$ cat src/rtl/alu.sv
// rtl/alu.sv - 4-bit registered ALU, eight ops, carry/overflow/zero flags
module alu (
    input  logic       clk,
    input  logic       rst,
    output logic [3:0] out,
    output logic       cout,
    output logic       overflow,
    output logic       zero,
    input  logic [3:0] A,
    input  logic [3:0] B,
    input  logic [2:0] op
);

    localparam logic [2:0] OP_ADD = 3'b000;
    localparam logic [2:0] OP_SUB = 3'b001;
    localparam logic [2:0] OP_AND = 3'b010;
    localparam logic [2:0] OP_OR  = 3'b011;
    localparam logic [2:0] OP_XOR = 3'b100;
    localparam logic [2:0] OP_NOT = 3'b101;
    localparam logic [2:0] OP_SHL = 3'b110;
    localparam logic [2:0] OP_SLT = 3'b111;

    logic [3:0] out_q, out_d;
    logic       cout_q, cout_d;
    logic       overflow_q, overflow_d;
    logic       zero_q, zero_d;

    logic [4:0] add_sum;
    logic [4:0] sub_sum;
    logic       add_ovf;
    logic       sub_ovf;
    logic       a_lt_b_signed;

    // Shared arithmetic: subtraction goes through A + ~B + 1 so its carry is the no-borrow flag
    always_comb begin
        add_sum = {1'b0, A} + {1'b0, B};
        sub_sum = {1'b0, A} + {1'b0, ~B} + 5'd1;
        // Signed overflow: add when operand signs agree but result sign differs;
        // subtract when operand signs differ and result sign departs from A
        add_ovf = (A[3] == B[3]) && (add_sum[3] != A[3]);
        sub_ovf = (A[3] != B[3]) && (sub_sum[3] != A[3]);
        // Signed compare taken from the true sign of A-B, i.e. sign xor overflow
        a_lt_b_signed = sub_sum[3] ^ sub_ovf;
    end

    // Next-state result and flags; every op code has a defined result
    always_comb begin
        out_d      = 4'b0000;
        cout_d     = 1'b0;
        overflow_d = 1'b0;
        unique case (op)
            OP_ADD: begin
                out_d      = add_sum[3:0];
                cout_d     = add_sum[4];
                overflow_d = add_ovf;
            end
            OP_SUB: begin
                out_d      = sub_sum[3:0];
                cout_d     = sub_sum[4];
                overflow_d = sub_ovf;
            end
            OP_AND: out_d = A & B;
            OP_OR:  out_d = A | B;
            OP_XOR: out_d = A ^ B;
            OP_NOT: out_d = ~A;
            OP_SHL: begin
                out_d  = {A[2:0], 1'b0};
                cout_d = A[3];
            end
            OP_SLT: out_d = {3'b000, a_lt_b_signed};
            default: begin
                out_d      = 4'b0000;
                cout_d     = 1'b0;
                overflow_d = 1'b0;
            end
        endcase
        // Zero derives from the value being registered so it never lags out
        zero_d = (out_d == 4'b0000);
    end

    // Result register: reset wins, otherwise capture a new result every edge
    always_ff @(posedge clk) begin
        if (rst) begin
            out_q      <= 4'b0000;
            cout_q     <= 1'b0;
            overflow_q <= 1'b0;
            zero_q     <= 1'b1;
        end else begin
            out_q      <= out_d;
            cout_q     <= cout_d;
            overflow_q <= overflow_d;
            zero_q     <= zero_d;
        end
    end

    assign out      = out_q;
    assign cout     = cout_q;
    assign overflow = overflow_q;
    assign zero     = zero_q;

endmodule

$ cat config.mk
export PLATFORM = sky130hd
export DESIGN_NAME = alu
export DESIGN_NICKNAME = d
export VERILOG_FILES = /design/src/rtl/alu.sv
export SDC_FILE = /design/constraint.sdc
export NUM_CORES = 1
export LEC_CHECK = 0
export CAP_MARGIN = 20
export CORE_AREA = 2 2 45 47
export CTS_BUF_LIST = sky130_fd_sc_hd__clkbuf_8
export DETAILED_ROUTE_END_ITERATION = 7
export DIE_AREA = 0 0 47 49
export PLACE_DENSITY = 0.81
export SYNTH_ARGS = -nofsm -noshare
export SYNTH_HDL_FRONTEND = slang
export SYNTH_SLANG_ARGS = --single-unit
$ cat constraint.sdc
create_clock -name clk -period 2.7 [get_ports clk]
set_input_delay 0.54 -clock clk [delete_from_list [all_inputs] [get_ports clk]]
set_output_delay 0.54 -clock clk [all_outputs]
set_load 0.02 [all_outputs]
== Yosys cells after proc, flatten, opt, wreduce, memory -nomap -nowiden ==
Cells that the tools add are included.
Storage, ports and cells
  register bits: 7
  output and inout port bits: 7
  logic and storage cells: 31
Cells by class
  add/sub/neg operators: 3
  equality and inequality tests: 11
  multiplexer cells: 3
  bitwise gates (word level): 6
  reductions and logical operators: 4
Operators with widths (count)
  4-bit one-hot mux with 8 select lines: 1
  3-bit equality test (second input constant): 4
  4-bit by 4-bit adder with 5-bit output: 2
  4-bit inverter: 2
  3-bit by 2-bit equality test with 1-bit output (second input constant): 2
  5-bit by 1-bit adder with 5-bit output (second input constant): 1
  4-bit AND: 1
  4-bit logical NOT: 1
  4-bit bitwise OR: 1
  4-bit XOR: 1
  3-bit by 1-bit equality test with 1-bit output (second input constant): 1
  3-bit logical NOT: 1
  1-bit != test: 3
  1-bit one-hot mux with 3 select lines: 1
  1-bit logical AND: 2
  1-bit one-hot mux with 2 select lines: 1
  1-bit equality test: 1
  1-bit XOR: 1

== Depth between registers and ports, before layout ==
  depth after elaboration: 8
  depth in mapped cells: 11
  depth with buffers taken out: 11

== Worst setup path before layout ==
Ideal clock, no wire load.
  path type: input to register
  start point: in A[1]
  end point: reg zero_q, in the netlist zero
  setup time: 92 ps
  arrival: 2264 ps
  data required time: 2608 ps
  setup slack: 345 ps
  cell stages on the path: 11
  path through: inv_1 ha_1 nor2_1 nor2_1 nor2_1 nor2_1 fa_1 o22ai_1 a221oi_2 a211oi_1 nor4_1
Between the ends
  word-level cells in the longest chain between the ends: 7
RTL lines
  from (decl): RTL line 9  | input logic [3:0] A,
  4-bit by 4-bit adder with 5-bit output: RTL line 37  | sub_sum = {1'b0, A} + {1'b0, ~B} + 5'd1;
  5-bit by 1-bit adder with 5-bit output: RTL line 37
  1-bit != test: RTL line 41  | sub_ovf = (A[3] != B[3]) && (sub_sum[3] != A[3]);
  1-bit logical AND: RTL line 41
  1-bit XOR: RTL line 43  | a_lt_b_signed = sub_sum[3] ^ sub_ovf;
  4-bit one-hot mux with 8 select lines *: RTL line 51  | unique case (op)
  4-bit logical NOT *: RTL line 78  | zero_d = (out_d == 4'b0000);
  to (signal assigned): RTL line 92  | zero_q <= zero_d;
  to (decl): RTL line 26  | logic zero_q, zero_d;
Every way passes the cells marked *; elsewhere a longest branch is shown, timed or not.
A chain may end at the register's enable or synchronous reset.

== Final worst setup path ==
  start point: in B[1]
  end point: reg overflow_q, in the netlist overflow
Between the ends
  word-level cells in the longest chain between the ends: 6
RTL lines
  from (decl): RTL line 10  | input logic [3:0] B,
  4-bit inverter: RTL line 37
  4-bit by 4-bit adder with 5-bit output: RTL line 37
  5-bit by 1-bit adder with 5-bit output: RTL line 37
  1-bit != test: RTL line 41
  1-bit logical AND: RTL line 41
  1-bit one-hot mux with 2 select lines *: RTL line 51
  to (signal assigned): RTL line 91  | overflow_q <= overflow_d;
  to (decl): RTL line 25  | logic overflow_q, overflow_d;
Marked as above.

==> impl_metrics.ini <==
[sta]
fin_hold_ws_ns = 0.898
fmax_ghz = 0.412
fin_ws_ns = 0.274
hold_violations = 0
setup_viol = 0
worst_pin_slew_ns = 0.469
slew_headroom_pct = 68.7
period_share_pct = 89.9
fin_crit_ns = 2.43
rsz0062_at_grt = false
maxSlewViolCount = 0

[setup_path]
worst_ep_required_time_ns = 2.84
critical_path_arrival_ns = 2.57
crit_buf_inv = 2
cp_top_family = adder cells
worst_setup_path_end_kind = flip-flop
cp_slowest_cell = fa_1
path_cells = dlymetal6s2s_1 > inv_2 > ha_1 > nor2_2 > nor2_1 > nor2_2 > nor2_1 > fa_1 > a2111oi_0 > a31oi_1 > nor3_1
path_max_fanout = 3
critPathMaxStageDelay_ns = 0.48
critPathLaunchType = input pin
crit_type = in2reg

[drt]
drc = 0
ant_nets = 0
drt-total-wl_um = 2040
vias = 847
drt-wirelength-per-cell_um = 12.6
drt-initial-drc-count = 10
vias_per_cell = 5.23
drt_first_pass_iters = 4

[yosys]
synth.distinct_cells = 34
ys_seq_area_share_pct = 16.3
synth_top_family_by_area = adder cells
synth_edf_count = 0
syn_area_per_cell_um2 = 8.35
synthArstFlopShare_pct = 0
ys.flop_type = dfxtp_1
synth_xor_area_share_pct = 2.04
synth_simple_gate_area_share_pct = 19.1
synthTopCellsByCount = 12 x ha_1, 12 x inv_1, 10 x nor2_1
synth-seq-cells = 7
synth_top_cell_by_area = ha_1
syn_area_um2 = 860
synthAdderAreaFrac_pct = 24.5
synth_top_area_share_pct = 17.5
synth_compound_area_share_pct = 23.0
netlist_top_cells_area = ha_1 17%, dfxtp_1 16%, fa_1 7.0%
muxShareOfSynthArea_pct = 2.33
synth_nets = 131
yosys_warnings = 0
netlist_instances = 103

[hold_path]
worstHoldPathType = in2reg
holdPathStages = 5
min_to = out[1]
worstHoldStart = A[1]

[finish]
nNetsFinal = 164
ff_latch_area_um2 = 140
drive_above_1_share_pct = 24.4
multi_input_area_um2 = 647
n_antenna_cell = 0
fin_util_pct = 66.9
nFillCells = 162
final_area_um2 = 1230
area_delta_synth_final_pct = 43.4

[power]
p_per_area_nw_per_um2 = 363
ir_worst_vdd_v = 0.000176
power_leakage_nw = 0.582

[run]
maxCapViolCount = 0

[clocking]
cts_htree_levels = 1
cts_max_path_buffers = 2
cts_tree = yes
cts_sinks = 7
cts_buffers = 3
hold_buffers = 0
clkTransAtPathRegs_ns = 0.04
cts_root_buf = clkbuf_8

[global_route]
antenna_found_initial = 0
first_global_vias = 840
grt_max_degree = 14
grt_overflow_total = 0
grt_pass1_wl_um = 3270
grt_usage_pct = 18.7

[floorplan]
fp.dieArea_um2 = 2300
io_pins = 20
rows = 16
start_util_pct = 46.7
core_um2 = 1840
die_w_um = 47
die_y_um = 49

[place]
io_buffers = 19
placed_cell_area_um2 = 1130
place_ws_ns = -0.319
gp_congestion = 0.952
dpl.hpwl_um = 1580

[status]
status = finished, final reports clean
[power breakdown]
part	switching (mW)	internal, mW	total (mW)
sequential	0.00233	0.114	0.116
clock	0.0385	0.0977	0.136
combinational	0.0996	0.0960	0.196
[worst max-delay path by stage]
stage	from	to	slack, ns	cells after the start
finish	B[1]	overflow	0.27	11
global route	A[1]	overflow	0.14	11
CTS	A[1]	zero	0.006	12
detailed placement	A[1]	zero	-0.32	12
global placement	A[1]	zero	-0.20	12
floorplan	A[1]	zero	0.34	11
[per-stage QoR]
| step | TNS [ns] | total power [mW] | instances |
|---|---|---|---|
| after CTS | 0 | 0.438 | 161 |
| after global placement | -0.395 | 0.296 | 157 |
| after detailed placement | -0.627 | 0.301 | 157 |
| final | 0 | 0.448 | 162 |
| after floorplan | 0 | 0.230 | 103 |
| after global routing | 0 | 0.483 | 162 |
[area by class of cell]
cell class              instances  area share, %
repair buffers                 34           25.8
multi-input cells              77           52.5
well taps                      27           2.74
clock buffers                   3           3.35
clock inverters                 1          0.305
flip-flops and latches          7           11.4
inverters                      13           3.96
[state kept, by name, summed over array words and instances (netlist names)]
name      flops
cout          1
overflow      1
out           4
zero          1
[kinds of logic after synthesis]
logic type                 Yosys count
buffers and inverters               19
muxes                                2
AOI/OAI and AO/OA                   28
adders and majority gates           15
DFF                                  7
and+or+nand+nor                     30
xor gates and xnor gates             2
[what timing repair did]
| action | in CTS | in global routing |
|---|---|---|
| gates cloned | 0 | 0 |
| endpoints found under the setup margin | 1 | 3 |
| pin swaps | 1 | 9 |
| resized for setup | 0 | 16 |
| setup buffers | 0 | 1 |
| endpoints found under the hold margin | 0 | 0 |
[placed cells by master, fill, tap and decap left out, types with 2 or more instances in the layout]
master,Yosys,routed
nor3_1,2,2
ha_1,12,10
o21ai_0,3,3
inv_1,12,10
a31oi_1,4,4
nand3b_1,2,2
nor2_1,10,8
dfxtp_1,7,7
nand3_1,3,3
buf_4,0,15
nand2b_1,2,2
clkdlybuf4s50_1,0,13
nor2_2,0,2
a221oi_2,2,2
inv_2,1,4
nand2_1,4,4
dlymetal6s2s_1,0,6
nor2b_1,2,2
fa_1,3,3
xnor2_1,2,2
o21ai_1,2,2
a211oi_1,4,3
mux2i_1,2,2
a21oi_1,6,6
clkbuf_8,0,3
[routing by layer]
| layer | track usage, % | part of all wire [%] |
|---|---|---|
| met1 | 22.6 | 41 |
| met2 | 30.8 | 54 |
| met3 | 3.33 | 4.0 |
| met4 | 8.33 | 1.0 |
| met5 | 0 | 0 |
(Power assumes the default switching activity.)
==> variant: new RTL, config.mk and constraints unchanged <==
Put one more register stage on the output `out`, with the module's reset. The value now appears one clock later. The other outputs are not delayed to match. Comments in the files are not updated.
--- a/src/rtl/alu.sv
+++ b/src/rtl/alu.sv
@@ -93,7 +93,13 @@
         end
     end
 
-    assign out      = out_q;
+    always_ff @(posedge clk) begin
+        if (rst) begin
+            out <= '0;
+        end else begin
+            out <= out_q;
+        end
+    end
     assign cout     = cout_q;
     assign overflow = overflow_q;
     assign zero     = zero_q;
Function: changed (a bounded check fails within 4 cycles, from zero or initial values and one cycle with rst high).
==> variant against the original RTL <==
Area after synthesis is 7.0% higher; worst setup slack better by 0.024 ns; first-iteration DRC count is 10% lower; sequential share of layout area is 4.9 points higher; cell area is 10% higher; total power is 21% higher; wire length is 5.1% higher; critical path depth is 1 higher; sequential cell count is 4 higher; combinational power is 6% higher; clock power is 15% higher; cell count stayed put; largest cell class unchanged; largest power group unchanged.
==> variant: results <==
{
  "grt_usage": 0.206,
  "status": "finished clean",
  "p_leak_nw": 0.654,
  "p_int_uw": 385,
  "gp_congestion": 0.857,
  "drive_gt1_frac": 0.274,
  "hold_path_depth": 1,
  "ys_top_cells_by_area": "dfxtp_1 (24%), ha_1 (16%), fa_1 (6.5%)",
  "tightestPinTransition_ns": 0.539,
  "synth_fp_nets": 128,
  "synth_cell_types": 40,
  "num-fill-cells": 142,
  "whs_endpoint": "out[2]",
  "dp_hpwl_um": 1610,
  "grt_pass1_vias": 850,
  "place_area_um2": 1240,
  "place_ws_ns": -0.285,
  "startpoint": "A[1]",
  "first_iter_violations": 9,
  "wl_um": 2140,
  "grt_pass1_wl_um": 3470,
  "clkLatencyLatePin_ns": 0.23,
  "peakVddDrop_mv": 0.271,
  "wl_per_cell_um": 13.2,
  "critPathTopFamily": "simple AND/OR/NAND/NOR gates",
  "vias_per_cell": 5.22,
  "grt_max_degree": 17,
  "hp-start": "out_q[2]",
  "fmax_ghz": 0.416,
  "timing.hold.ws_ns": 0.434,
  "synth-seq-area-share": 0.239,
  "cp.arrival_ns": 2.55,
  "path_max_fanout": 5,
  "hp-class": "reg -> reg",
  "rrSetupSlack_ns": 2.17,
  "io_buffers": 19,
  "skew_ns": 0.000186
}
## variant: changes by cell type after synthesis, moves of 2 or more
cell / before / now
buf_2: 1 / 4
a31oi_1: 4 / 1
a21oi_1: 6 / 2
and3b_1: 0 / 2
nor2b_1: 2 / 5
dfxtp_1: 7 / 11
buf_6: 5 / 0
xor2_1: 0 / 2
nor2_1: 10 / 7
and2b_1: 0 / 2
a211oi_1: 4 / 2
o21ai_1: 2 / 0
a221oi_2: 2 / 0
## variant: layer usage
layer | global-route usage | vias to the layer above | routed length, µm
met1 | 0.222 | 394 | 851
li1 | - | 418 | -
met4 | 0.134 | 0 | 67
met2 | 0.347 | 25 | 1160
met5 | 0 | - | 0
met3 | 0.0370 | 8 | 67
## variant: logic make-up after synthesis
family | count (synthesis) | share of synthesized area
AND/OR/NAND/NOR | 30 | 0.190
AO/OA/AOI/OAI | 20 | 0.177
buffers and inverters | 16 | 0.0707
adder cells (fa/ha/maj) | 15 | 0.229
flip-flops | 11 | 0.239
XOR/XNOR | 5 | 0.0476
multiplexers | 3 | 0.0463
## variant: power groups by stage
| stage | registers [mW] | clock network [mW] | logic, mW |
|---|---|---|---|
| floorplan | 0.190 | 0 | 0.0991 |
| finish | 0.178 | 0.157 | 0.208 |
| CTS | 0.178 | 0.159 | 0.190 |
| global placement | 0.181 | 0 | 0.182 |
| detailed placement | 0.181 | 0 | 0.190 |
| global route | 0.179 | 0.169 | 0.227 |
## variant: final cells by class
type                    count  area (µm²)  area share
multi-input cells          73         681       0.501
repair buffers             36         337       0.248
flip-flops and latches     11         220       0.162
clock buffers               3        41.3      0.0304
inverters                  11        41.3      0.0304
well taps                  27        33.8      0.0249
clock inverters             1        3.75     0.00276
